File: src/rtl/adc_packer_pkg.sv
// Shared types, channel-mode encodings and header layout helpers for the ADC frame packer.
package adc_packer_pkg;

    typedef enum logic [1:0] {
        ST_IDLE  = 2'd0,
        ST_RUN   = 2'd1,
        ST_GUARD = 2'd2
    } state_e;

    localparam logic [1:0] CHM_FIXED     = 2'd0;
    localparam logic [1:0] CHM_RR_SAMPLE = 2'd1;
    localparam logic [1:0] CHM_RR_FRAME  = 2'd2;

    function automatic int ch_width(input int num_ch);
        return (num_ch <= 2) ? 1 : $clog2(num_ch);
    endfunction

    // Header sits directly above the sample slots: WordCnt, channel, Switcher, Overflow.
    function automatic int hdr_wcnt_lsb(input int samples, input int sample_w);
        return samples * sample_w;
    endfunction

    function automatic int hdr_ch_lsb(input int samples, input int sample_w, input int cnt_w);
        return samples * sample_w + cnt_w;
    endfunction

    function automatic int hdr_sw_bit(input int samples, input int sample_w, input int cnt_w,
                                      input int ch_w);
        return samples * sample_w + cnt_w + ch_w;
    endfunction

    function automatic int hdr_ov_bit(input int samples, input int sample_w, input int cnt_w,
                                      input int ch_w);
        return samples * sample_w + cnt_w + ch_w + 1;
    endfunction

    function automatic bit word_w_ok(input int word_w, input int samples, input int sample_w,
                                     input int cnt_w, input int ch_w);
        return word_w >= samples * sample_w + cnt_w + ch_w + 2;
    endfunction

endpackage

File: src/rtl/packer_timing.sv
// Frame sequencer: IDLE/RUN/GUARD FSM, slot/word/frame counters, configuration shadows,
// optical start pulse and switcher drive.
module packer_timing
    import adc_packer_pkg::*;
#(
    parameter int SAMPLES = 6,
    parameter int CNT_W   = 13,
    parameter int FCNT_W  = 24,
    localparam int PT_W   = (SAMPLES > 1) ? $clog2(SAMPLES) : 1
) (
    input  logic              clk_i,
    input  logic              rst_ni,
    input  logic              enable_i,
    input  logic [CNT_W-1:0]  frame_length_i,
    input  logic [CNT_W-1:0]  pulse_offset_i,
    input  logic [7:0]        pulse_width_i,
    input  logic [1:0]        ch_mode_i,
    input  logic [3:0]        guard_ticks_i,
    input  logic [FCNT_W-1:0] frames_to_switch_i,
    output logic              capture_o,
    output logic              wrap_o,
    output logic              frame_start_o,
    output logic              frame_end_o,
    output logic [PT_W-1:0]   point_cnt_o,
    output logic [CNT_W-1:0]  word_cnt_o,
    output logic [1:0]        ch_mode_o,
    output logic              start_pulse_o,
    output logic              switcher_o
);

    localparam int PE_W = CNT_W + 1;

    state_e            state_q;
    logic [PT_W-1:0]   point_q;
    logic [CNT_W-1:0]  word_q;
    logic [FCNT_W-1:0] frame_cnt_q;
    logic [3:0]        guard_cnt_q;
    logic [CNT_W-1:0]  frame_len_q;
    logic [CNT_W-1:0]  pulse_off_q;
    logic [7:0]        pulse_w_q;
    logic [1:0]        ch_mode_q;
    logic [3:0]        guard_q;
    logic [FCNT_W-1:0] fts_q;
    logic              pulse_q;
    logic              switcher_q;

    logic              capture_s;
    logic              wrap_s;
    logic              last_word_s;
    logic              frame_start_s;
    logic              frame_end_s;
    logic [PE_W-1:0]   pulse_end_s;

    // Decode capture/wrap/frame-boundary events from the current state.
    always_comb begin
        capture_s     = (state_q == ST_RUN);
        wrap_s        = capture_s && (point_q == PT_W'(SAMPLES - 1));
        last_word_s   = (word_q == frame_len_q);
        frame_start_s = (state_q == ST_IDLE) && enable_i;
        frame_end_s   = (wrap_s && last_word_s && (guard_q == 4'd0)) ||
                        ((state_q == ST_GUARD) && (guard_cnt_q == guard_q - 4'd1));
        pulse_end_s   = {1'b0, pulse_off_q} + PE_W'(pulse_w_q);
    end

    // Sequencer state, counters, shadows and registered pulse/switcher outputs.
    always_ff @(posedge clk_i or negedge rst_ni) begin
        if (!rst_ni) begin
            state_q     <= ST_IDLE;
            point_q     <= '0;
            word_q      <= '0;
            frame_cnt_q <= '0;
            guard_cnt_q <= 4'd0;
            frame_len_q <= '0;
            pulse_off_q <= '0;
            pulse_w_q   <= 8'd0;
            ch_mode_q   <= 2'd0;
            guard_q     <= 4'd0;
            fts_q       <= '0;
            pulse_q     <= 1'b0;
            switcher_q  <= 1'b0;
        end else begin
            case (state_q)
                ST_IDLE: begin
                    if (enable_i) begin
                        state_q <= ST_RUN;
                    end
                end
                ST_RUN: begin
                    if (wrap_s) begin
                        point_q <= '0;
                        if (pulse_w_q != 8'd0) begin
                            if (word_q == pulse_off_q) begin
                                pulse_q <= 1'b1;
                            end else if ({1'b0, word_q} == pulse_end_s) begin
                                pulse_q <= 1'b0;
                            end
                        end
                        if (!last_word_s) begin
                            word_q <= word_q + CNT_W'(1);
                        end else if (guard_q != 4'd0) begin
                            state_q     <= ST_GUARD;
                            guard_cnt_q <= 4'd0;
                        end
                    end else begin
                        point_q <= point_q + PT_W'(1);
                    end
                end
                ST_GUARD: begin
                    if (!frame_end_s) begin
                        guard_cnt_q <= guard_cnt_q + 4'd1;
                    end
                end
                default: state_q <= ST_IDLE;
            endcase

            // Frame end overrides whatever the state branch decided for the pulse and word count.
            if (frame_end_s) begin
                pulse_q <= 1'b0;
                word_q  <= '0;
                if (frame_cnt_q >= fts_q) begin
                    frame_cnt_q <= '0;
                    switcher_q  <= ~switcher_q;
                end else begin
                    frame_cnt_q <= frame_cnt_q + FCNT_W'(1);
                end
                state_q <= enable_i ? ST_RUN : ST_IDLE;
            end

            if (frame_start_s || (frame_end_s && enable_i)) begin
                frame_len_q <= frame_length_i;
                pulse_off_q <= pulse_offset_i;
                pulse_w_q   <= pulse_width_i;
                ch_mode_q   <= ch_mode_i;
                guard_q     <= guard_ticks_i;
                fts_q       <= frames_to_switch_i;
            end
        end
    end

    assign capture_o     = capture_s;
    assign wrap_o        = wrap_s;
    assign frame_start_o = frame_start_s;
    assign frame_end_o   = frame_end_s;
    assign point_cnt_o   = point_q;
    assign word_cnt_o    = word_q;
    assign ch_mode_o     = ch_mode_q;
    assign start_pulse_o = pulse_q;
    assign switcher_o    = switcher_q;

endmodule

File: src/rtl/adc_frame_packer.sv
// Packs SAMPLES ADC samples plus a header into one word per SAMPLES clocks, with channel
// selection, drop accounting and the frame timing outputs.
module adc_frame_packer
    import adc_packer_pkg::*;
#(
    parameter int NUM_CH   = 2,
    parameter int SAMPLE_W = 8,
    parameter int SAMPLES  = 6,
    parameter int CNT_W    = 13,
    parameter int WORD_W   = 64,
    parameter int FCNT_W   = 24,
    localparam int CH_W    = ch_width(NUM_CH)
) (
    input  logic                       InputClock,
    input  logic                       ResetN,
    input  logic [NUM_CH*SAMPLE_W-1:0] AdcData,
    input  logic                       Enable,
    input  logic [CNT_W-1:0]           FrameLength,
    input  logic [CNT_W-1:0]           PulseOffset,
    input  logic [7:0]                 PulseWidth,
    input  logic [1:0]                 ChMode,
    input  logic [CH_W-1:0]            ChSelect,
    input  logic [3:0]                 GuardTicks,
    input  logic [FCNT_W-1:0]          FramesToSwitch,
    input  logic                       ClearStatus,
    output logic [WORD_W-1:0]          OutData,
    output logic                       OutValid,
    input  logic                       OutReady,
    output logic                       StartPulse,
    output logic                       Switcher,
    output logic                       Overflow,
    output logic [15:0]                DropCount
);

    localparam int PT_W   = (SAMPLES > 1) ? $clog2(SAMPLES) : 1;
    localparam int DATA_W = SAMPLES * SAMPLE_W;
    localparam int WC_LSB = hdr_wcnt_lsb(SAMPLES, SAMPLE_W);
    localparam int CH_LSB = hdr_ch_lsb(SAMPLES, SAMPLE_W, CNT_W);
    localparam int SW_BIT = hdr_sw_bit(SAMPLES, SAMPLE_W, CNT_W, CH_W);
    localparam int OV_BIT = hdr_ov_bit(SAMPLES, SAMPLE_W, CNT_W, CH_W);

    if (!word_w_ok(WORD_W, SAMPLES, SAMPLE_W, CNT_W, CH_W)) begin : g_word_w_check
        $error("adc_frame_packer: WORD_W too narrow for samples plus header");
    end

    logic                capture_s;
    logic                wrap_s;
    logic                frame_start_s;
    logic                frame_end_s;
    logic [PT_W-1:0]     point_s;
    logic [CNT_W-1:0]    word_cnt_s;
    logic [1:0]          ch_mode_s;
    logic                start_pulse_s;
    logic                switcher_s;

    logic [CH_W-1:0]     ch_rr_q;
    logic [CH_W-1:0]     ch_fr_q;
    logic [CH_W-1:0]     ch0_q;
    logic [CH_W-1:0]     active_ch_s;
    logic [SAMPLE_W-1:0] sample_s;
    logic [DATA_W-1:0]   slots_q;
    logic [DATA_W-1:0]   slots_d;
    logic [WORD_W-1:0]   word_s;
    logic [WORD_W-1:0]   out_data_q;
    logic                out_valid_q;
    logic                overflow_q;
    logic [15:0]         drop_cnt_q;
    logic                drop_s;

    packer_timing #(
        .SAMPLES (SAMPLES),
        .CNT_W   (CNT_W),
        .FCNT_W  (FCNT_W)
    ) u_timing (
        .clk_i              (InputClock),
        .rst_ni             (ResetN),
        .enable_i           (Enable),
        .frame_length_i     (FrameLength),
        .pulse_offset_i     (PulseOffset),
        .pulse_width_i      (PulseWidth),
        .ch_mode_i          (ChMode),
        .guard_ticks_i      (GuardTicks),
        .frames_to_switch_i (FramesToSwitch),
        .capture_o          (capture_s),
        .wrap_o             (wrap_s),
        .frame_start_o      (frame_start_s),
        .frame_end_o        (frame_end_s),
        .point_cnt_o        (point_s),
        .word_cnt_o         (word_cnt_s),
        .ch_mode_o          (ch_mode_s),
        .start_pulse_o      (start_pulse_s),
        .switcher_o         (switcher_s)
    );

    // Channel for the current capture; fixed mode follows ChSelect live.
    always_comb begin
        case (ch_mode_s)
            CHM_RR_SAMPLE: active_ch_s = ch_rr_q;
            CHM_RR_FRAME:  active_ch_s = ch_fr_q;
            default:       active_ch_s = ChSelect;
        endcase
        sample_s = AdcData[active_ch_s * SAMPLE_W +: SAMPLE_W];
    end

    // Round-robin pointers: per-sample restarts each word, per-frame steps at each frame end.
    always_ff @(posedge InputClock or negedge ResetN) begin
        if (!ResetN) begin
            ch_rr_q <= '0;
            ch_fr_q <= '0;
            ch0_q   <= '0;
        end else begin
            if (wrap_s) begin
                ch_rr_q <= '0;
            end else if (capture_s) begin
                ch_rr_q <= (ch_rr_q == CH_W'(NUM_CH - 1)) ? '0 : ch_rr_q + CH_W'(1);
            end
            if (frame_start_s) begin
                ch_fr_q <= ChSelect;
            end else if (frame_end_s) begin
                ch_fr_q <= (ch_fr_q == CH_W'(NUM_CH - 1)) ? '0 : ch_fr_q + CH_W'(1);
            end
            if (capture_s && (point_s == '0)) begin
                ch0_q <= active_ch_s;
            end
        end
    end

    // Slot image including the sample being captured this cycle, plus the header above it.
    always_comb begin
        slots_d = slots_q;
        if (capture_s) begin
            slots_d[point_s * SAMPLE_W +: SAMPLE_W] = sample_s;
        end else begin
            slots_d = slots_q;
        end
        word_s                    = '0;
        word_s[DATA_W-1:0]        = slots_d;
        word_s[WC_LSB +: CNT_W]   = word_cnt_s;
        word_s[CH_LSB +: CH_W]    = (point_s == '0) ? active_ch_s : ch0_q;
        word_s[SW_BIT]            = switcher_s;
        word_s[OV_BIT]            = overflow_q;
    end

    assign drop_s = out_valid_q && !OutReady;

    // Slot storage, output word register and drop status.
    always_ff @(posedge InputClock or negedge ResetN) begin
        if (!ResetN) begin
            slots_q     <= '0;
            out_data_q  <= '0;
            out_valid_q <= 1'b0;
            overflow_q  <= 1'b0;
            drop_cnt_q  <= 16'd0;
        end else begin
            if (capture_s) begin
                slots_q <= slots_d;
            end
            out_valid_q <= wrap_s;
            if (wrap_s) begin
                out_data_q <= word_s;
            end
            if (drop_s) begin
                overflow_q <= 1'b1;
                if (ClearStatus) begin
                    drop_cnt_q <= 16'd1;
                end else if (drop_cnt_q != 16'hFFFF) begin
                    drop_cnt_q <= drop_cnt_q + 16'd1;
                end
            end else if (ClearStatus) begin
                overflow_q <= 1'b0;
                drop_cnt_q <= 16'd0;
            end
        end
    end

    assign OutData    = out_data_q;
    assign OutValid   = out_valid_q;
    assign StartPulse = start_pulse_s;
    assign Switcher   = switcher_s;
    assign Overflow   = overflow_q;
    assign DropCount  = drop_cnt_q;

endmodule
File: config.mk
export PLATFORM = sky130hd
export DESIGN_NAME = adc_frame_packer
export DESIGN_NICKNAME = d
export VERILOG_FILES = /design/src/rtl/adc_packer_pkg.sv /design/src/rtl/packer_timing.sv /design/src/rtl/adc_frame_packer.sv
export SDC_FILE = /design/constraint.sdc
export NUM_CORES = 1
export LEC_CHECK = 0
export BUFFER_PORTS_ARGS = -buffer_cell sky130_fd_sc_hd__buf_2
export CAP_MARGIN = 20
export CORE_ASPECT_RATIO = 1.1
export CORE_MARGIN = 2
export CORE_UTILIZATION = 43
export DETAILED_ROUTE_END_ITERATION = 8
export GPL_TIMING_DRIVEN = 0
export SLEW_MARGIN = 20
export SYNTH_ARGS = -nofsm -noshare
export SYNTH_HDL_FRONTEND = slang
export SYNTH_HIERARCHICAL = 1
export SYNTH_SLANG_ARGS = --single-unit
File: constraint.sdc
create_clock -name InputClock -period 2.7 [get_ports InputClock]
set_input_delay 0.27 -clock InputClock [delete_from_list [all_inputs] [get_ports InputClock]]
set_output_delay 0.27 -clock InputClock [all_outputs]
set_load 0.02 [all_outputs]
==> impl_metrics.json, run 1 <==
{
  "outcome": "finished with violations",
  "violations": "negative setup slack",
  "cts_buffer_depth": 3,
  "yosys_warnings": 6,
  "synthFlopType": "dfrtp_1",
  "synth_edf_count": 0,
  "grt_overflow": 0,
  "reg2reg_depth": 9,
  "rsz0062_at_grt": "yes",
  "use_met2_pct": 36.9,
  "grt_use_total_pct": 20.7,
  "layout.cells.non_filler": 1892,
  "period_share_pct": 100,
  "fin_tns_setup_ps": -10.1,
  "routedWlPerCell_um": 17.5,
  "syn_area_per_cell_sq_um": 10.6,
  "critPathRequiredTime_ps": 3110,
  "cp.arrival_ps": 3120,
  "die_w_um": 168,
  "final_core_util_pct": 55.1,
  "dp.cells": 1753,
  "antennaDiodeCount": 0,
  "cts-buffers-inserted": 27,
  "via_per_inst": 5.43,
  "insertion_delay_ps": 530,
  "ios": 170,
  "cts_sinks": 245,
  "nets": 1629,
  "vias": 10271,
  "h-tree-depth": 1,
  "vdd_drop_max_mv": 0.554,
  "syn2layout_area_growth_pct": 26.7,
  "hold_class": "input port to flop",
  "clkTransAtPathRegs_ps": 60,
  "drc_errors": 0,
  "wirelength_um": 33200,
  "powerDensity_nw_per_um2": 1070,
  "core_sq_um": 29400,
  "hold_viol_final": 0,
  "io_buffers": 168,
  "grt_use_met3_pct": 2.51,
  "final_cell_mix": "242 x dfrtp_1, 198 x buf_2, 88 x a21oi_1, 72 x o21ai_0, 71 x nor2_1",
  "synth_seq_cells": 245,
  "cts_tree": "yes",
  "drtAntennaViolNets": 0,
  "grt_first_pass_wirelength_um": 52400,
  "grt_antenna_before_repair": 0,
  "grtUsageMet1_pct": 27.2,
  "dieHeight_um": 185,
  "syn_area_sq_um": 12800,
  "crit_fanout": 2,
  "async_flop_share_pct": 100,
  "grt_max_degree": 98,
  "final_common_cell": "dfrtp_1",
  "timing.slew.headroom_pct": 57.5,
  "root_buffer": "clkbuf_16",
  "drive_gt1_share_pct": 28.1,
  "first_pass_iters": 6,
  "fin_crit_ps": 2710,
  "setup_ws_ps": -10.1,
  "maxSlewViolCount": 0,
  "multi_input_area_sq_um": 6190,
  "synth_seq_area_share_pct": 48.0,
  "finalInstanceArea_sq_um": 16200,
  "endpoint_kind": "flop",
  "regToRegSetupSlack_ps": -10,
  "whs_path_depth": 3,
  "syn_nets": 1340,
  "skew_ps": 10.7,
  "netlist_instances": 1209,
  "p_leak_uw": 0.00775,
  "gp_congestion": 0.891,
  "place_hpwl_um": 22600,
  "die_area_sq_um": 31100,
  "tightest_slew_ps": 638,
  "crit_type": "flop to flop",
  "drt_iter0_drc": 603,
  "gr-max-usage-layer": "met2",
  "num_rows": 66,
  "start_util_pct": 43.4,
  "cap_violations": 0,
  "fmax_mhz": 369,
  "placed_area_sq_um": 14100,
  "grt_pass1_vias": 10064,
  "seqCellArea_sq_um": 6130,
  "cp-start-kind": "flop",
  "fill_cells": 2634,
  "setup_viol": 1,
  "yosys.cell_types.count": 71
}
-- synthesized netlist by cell type (3+ instances only) --
cell type / instances / area, sq um
a211oi_1: 7 / 52.6
a21o_1: 10 / 75.1
a21oi_1: 88 / 440
a311oi_1: 3 / 26.3
a31oi_1: 52 / 325
and2_1: 6 / 37.5
and3_1: 10 / 62.6
and4_1: 6 / 52.6
buf_1: 5 / 18.8
buf_2: 35 / 175
buf_6: 10 / 113
clkbuf_1: 22 / 82.6
dfrtp_1: 245 / 6130
ha_1: 44 / 551
inv_1: 60 / 225
mux2_2: 34 / 383
mux2_4: 49 / 736
mux2i_1: 24 / 240
nand2_1: 51 / 191
nand2b_1: 16 / 100
nand3_1: 27 / 135
nand4_1: 21 / 131
nand4b_1: 5 / 43.8
nor2_1: 72 / 270
nor2b_1: 56 / 350
nor3_1: 15 / 75.1
nor3b_1: 3 / 22.5
nor4_1: 6 / 37.5
o2111ai_1: 3 / 26.3
o211ai_1: 6 / 45.0
o21ai_0: 85 / 425
o22ai_1: 9 / 56.3
o311ai_0: 6 / 52.6
o31ai_1: 8 / 60.1
o41ai_1: 4 / 35.0
or2_2: 4 / 25.0
or3_1: 4 / 25.0
or4_1: 8 / 60.1
xnor2_1: 27 / 236
xor2_1: 24 / 210
-- critical path, cell delays in order (launching register included) --
cell       delay, ps
dfrtp_1          390
ha_2             190
fa_2             530
xor2_1            80
a211oi_1         190
o2111ai_1        150
a211o_1          250
or4_4            440
nor4b_4          270
a21oi_1          100
-- logic make-up (layout without fill, tap and decap cells) --
logic type	Yosys count	count (layout)	synth area share, %
simple gates	332	332	14.8
compound gates	295	295	13.7
flops	245	245	48.0
buf+inv	134	443	4.94
mux	107	107	10.6
xor+xnor	51	51	3.50
fa+ha+maj	45	45	4.47
-- state kept, by name (all words and copies together) (netlist names), 2 cells and up --
signal,flops
u_timing/frame_cnt_q,24
u_timing/guard_q,4
slots_q,48
OutData,64
u_timing/frame_len_q,13
u_timing/point_cnt_o,3
u_timing/guard_cnt_q,4
DropCount,16
u_timing/word_cnt_o,13
u_timing/pulse_w_q,8
u_timing/ch_mode_o,2
u_timing/state_q,2
u_timing/fts_q,24
u_timing/pulse_off_q,13
-- cell type report --
type | count | share of cell area, %
Clock buffer | 39 | 4.82
Clock inverter | 10 | 0.804
Sequential cell | 245 | 37.9
Tap cell | 374 | 2.89
Timing Repair Buffer | 262 | 11.1
Inverter | 61 | 1.49
Buffer | 71 | 2.77
Multi-Input combinational cell | 830 | 38.3
-- path summary, 6_finish.rpt --
| check | to | start |
|---|---|---|
| setup reg to reg | u_timing/start_pulse_o | u_timing/pulse_w_q[0] |
| min in group asynchronous | DropCount[13] | ResetN |
| hold reg to reg | OutData[4] | slots_q[4] |
| setup / recovery | u_timing/start_pulse_o | u_timing/pulse_w_q[0] |
| hold / removal | OutData[2] | AdcData[2] |
| max in group asynchronous | u_timing/pulse_off_q[5] | ResetN |
-- through the flow --
step,hold WS (ps),power [uW],setup slack [ps]
2_1_floorplan,-25.6,10900,127
3_3_place_gp,481,12800,-3180
3_5_place_dp,243,13000,-612
4_1_cts,86.1,17100,-76.0
5_1_grt,122,18500,-45.8
6_report,107,17300,-10.1
-- power by group --
group	internal (uW)	total [uW]	leakage, uW	switching (uW)
sequential	5030	5940	0.00306	908
clock	2280	3800	0.000445	1520
combinational	3400	7580	0.00425	4180
-- routing by layer --
metal / vias to the layer above / part of all wire (%)
li1: 4921 / -
met1: 5070 / 44
met2: 238 / 50
met3: 42 / 4.3
met4: 0 / 1.9
met5: - / 0
-- timing repair --
action / CTS / global route
gates cloned: 0 / 2
endpoints found under the setup margin: 148 / 156
hold endpoints to repair: 123 / 0
setup buffers: 6 / 17
resized for setup: 24 / 68
pin swaps: 5 / 10
hold buffers: 67 / 0
No activity file was read; power rests on OpenSTA's default activity.
==> run 2, diff against run 1 <==
REMOVE_ABC_BUFFERS = 1   (was not set)
==> impl_metrics.json, run 2 (synthesis results as in run 1) <==
{
  "crit_fanout": 3,
  "drtAntennaViolNets": 0,
  "die_w_um": 168,
  "maxSlewViolCount": 0,
  "dieHeight_um": 185,
  "violations": "negative setup slack",
  "p_leak_uw": 0.00751,
  "ios": 170,
  "fin_crit_ps": 2760,
  "vdd_drop_max_mv": 0.506,
  "setup_ws_ps": -60.0,
  "path_cells": "ha_2 -> fa_1 -> xor2_1 -> a211oi_1 -> o2111ai_1 -> a211o_1 -> or4_4 -> nor4b_4 -> a21oi_1",
  "nets": 1560,
  "fmax_mhz": 362,
  "outcome": "finished with violations",
  "cts_buffer_depth": 3,
  "finalInstanceArea_sq_um": 16000,
  "rr_startpoint": "u_timing/pulse_w_q[0]",
  "final_cell_mix": "238 x dfrtp_1, 168 x buf_2, 86 x a21oi_1, 80 x o21ai_0, 71 x nor2_1",
  "crit_path_top_delay_cell": "fa_1",
  "seqCellArea_sq_um": 6140,
  "root_buffer": "clkbuf_16",
  "largest_reg_flops": 64,
  "syn2layout_area_growth_pct": 25.2,
  "cp_num_buf_inv": 0,
  "cts-buffers-inserted": 28,
  "antennaDiodeCount": 0,
  "setup_viol": 1,
  "timing.slew.headroom_pct": 46.9,
  "grt_first_pass_wirelength_um": 50000,
  "clkTransAtPathRegs_ps": 60,
  "whs_ps": 142,
  "whs_path_depth": 2,
  "grt_use_total_pct": 19.5,
  "dp.cells": 1687,
  "io_buffers": 169,
  "grt_pass1_vias": 9727,
  "tightest_slew_ps": 794,
  "die_area_sq_um": 31100,
  "placed_area_sq_um": 13900,
  "powerDensity_nw_per_um2": 1080,
  "regToRegSetupSlack_ps": -60,
  "drive_gt1_share_pct": 26.1,
  "multi_input_area_sq_um": 6300,
  "slowest_delay_ps": 460,
  "holdCritStartpoint": "ClearStatus",
  "grt_overflow": 0,
  "endpoint_kind": "flop",
  "fill_cells": 2603,
  "routedWlPerCell_um": 16.7,
  "critPathRequiredTime_ps": 3100,
  "reg2reg_depth": 9,
  "hold_class": "input port to flop",
  "insertion_delay_ps": 540,
  "hold_viol_final": 0,
  "layout.cells.non_filler": 1821,
  "first_pass_iters": 5,
  "wirelength_um": 30400,
  "rsz0062_at_grt": "yes",
  "num_rows": 66,
  "hold_path_end": "DropCount[10]",
  "core_sq_um": 29400,
  "via_per_inst": 5.42,
  "start_util_pct": 43.4,
  "cp-start-kind": "flop",
  "crit_type": "flop to flop",
  "grt_max_degree": 108,
  "r2r-end": "u_timing/start_pulse_o",
  "drt_iter0_drc": 488,
  "gp_congestion": 0.854,
  "cap_violations": 0,
  "cts_tree": "yes",
  "period_share_pct": 102,
  "cp.arrival_ps": 3160,
  "cts_sinks": 245,
  "place_hpwl_um": 20300,
  "final_common_cell": "dfrtp_1",
  "drc_errors": 0,
  "h-tree-depth": 1,
  "totalPowerFinal_uw": 17200,
  "vias": 9875,
  "grt_antenna_before_repair": 0,
  "critPathTopFamily": "compound AO/OA/AOI/OAI gates",
  "skew_ps": 13.5
}
-- run 2: cell types whose count changed in the layout (fill, tap and decap cells not counted), moves of 5 or more --
| cell | delta |
|---|---|
| buf_2 | -30 |
| buf_4 | -5 |
| buf_6 | -13 |
| clkbuf_1 | -10 |
| clkbuf_2 | -9 |
| mux2i_1 | -8 |
| mux2i_4 | +8 |
| o21ai_0 | +8 |
| o21ai_1 | -8 |
| xnor2_1 | +5 |
| xnor2_2 | -5 |
-- run 2: what timing repair did --
item,in CTS,in global routing
setup endpoints to repair,160,117
gates cloned,0,0
resized for setup,23,37
hold endpoints to repair,148,0
hold buffers,66,0
buffers inserted,8,12
pin swaps,3,13
-- run 2: worst max path at each step --
stage | start | end | slack, ps | depth (start not counted)
2_1_floorplan | u_timing/point_cnt_o[0] | u_timing/fts_q[0] | -3760 | 8
3_3_place_gp | u_timing/point_cnt_o[0] | u_timing/fts_q[11] | -6410 | 8
3_5_place_dp | u_timing/point_cnt_o[0] | u_timing/fts_q[13] | -790 | 10
4_1_cts | u_timing/pulse_off_q[0] | u_timing/start_pulse_o | -60 | 9
5_1_grt | u_timing/pulse_w_q[0] | u_timing/start_pulse_o | -170 | 9
6_report | u_timing/pulse_w_q[0] | u_timing/start_pulse_o | -60 | 9
-- run 2: power by group --
part / internal (uW) / leakage (uW) / switching, uW
combinational: 3260 / 0.00399 / 3980
clock: 2460 / 0.000470 / 1480
sequential: 5030 / 0.00305 / 979
-- run 2: area by class of cell --
type                       count  area share (%)
inverter                      61            1.53
clock inverter                 7           0.845
clock buffer                  41            5.13
multi-input combinational    830            39.4
tap                          374            2.93
sequential                   245            38.4
timing repair buffer         263            11.7
-- run 2: metrics by stage --
step | setup TNS (ps) | setup slack [ps] | util, %
after floorplan | -342980 | -3760 | -
after global placement | -1521300 | -6410 | 46.6
after detailed placement | -61150 | -795 | 47.4
after CTS | -59.1 | -59.1 | 53.5
after global routing | -344 | -170 | 54.4
final | -60.0 | -60.0 | 54.4
-- run 2: per-layer routing --
metal | vias up | GRT usage [%] | wire, um
met1 | 4791 | 26.7 | 13900
met4 | 0 | 5.14 | 579
met5 | - | 0 | 0
li1 | 4792 | - | -
met2 | 249 | 32.5 | 14600
met3 | 43 | 2.64 | 1370
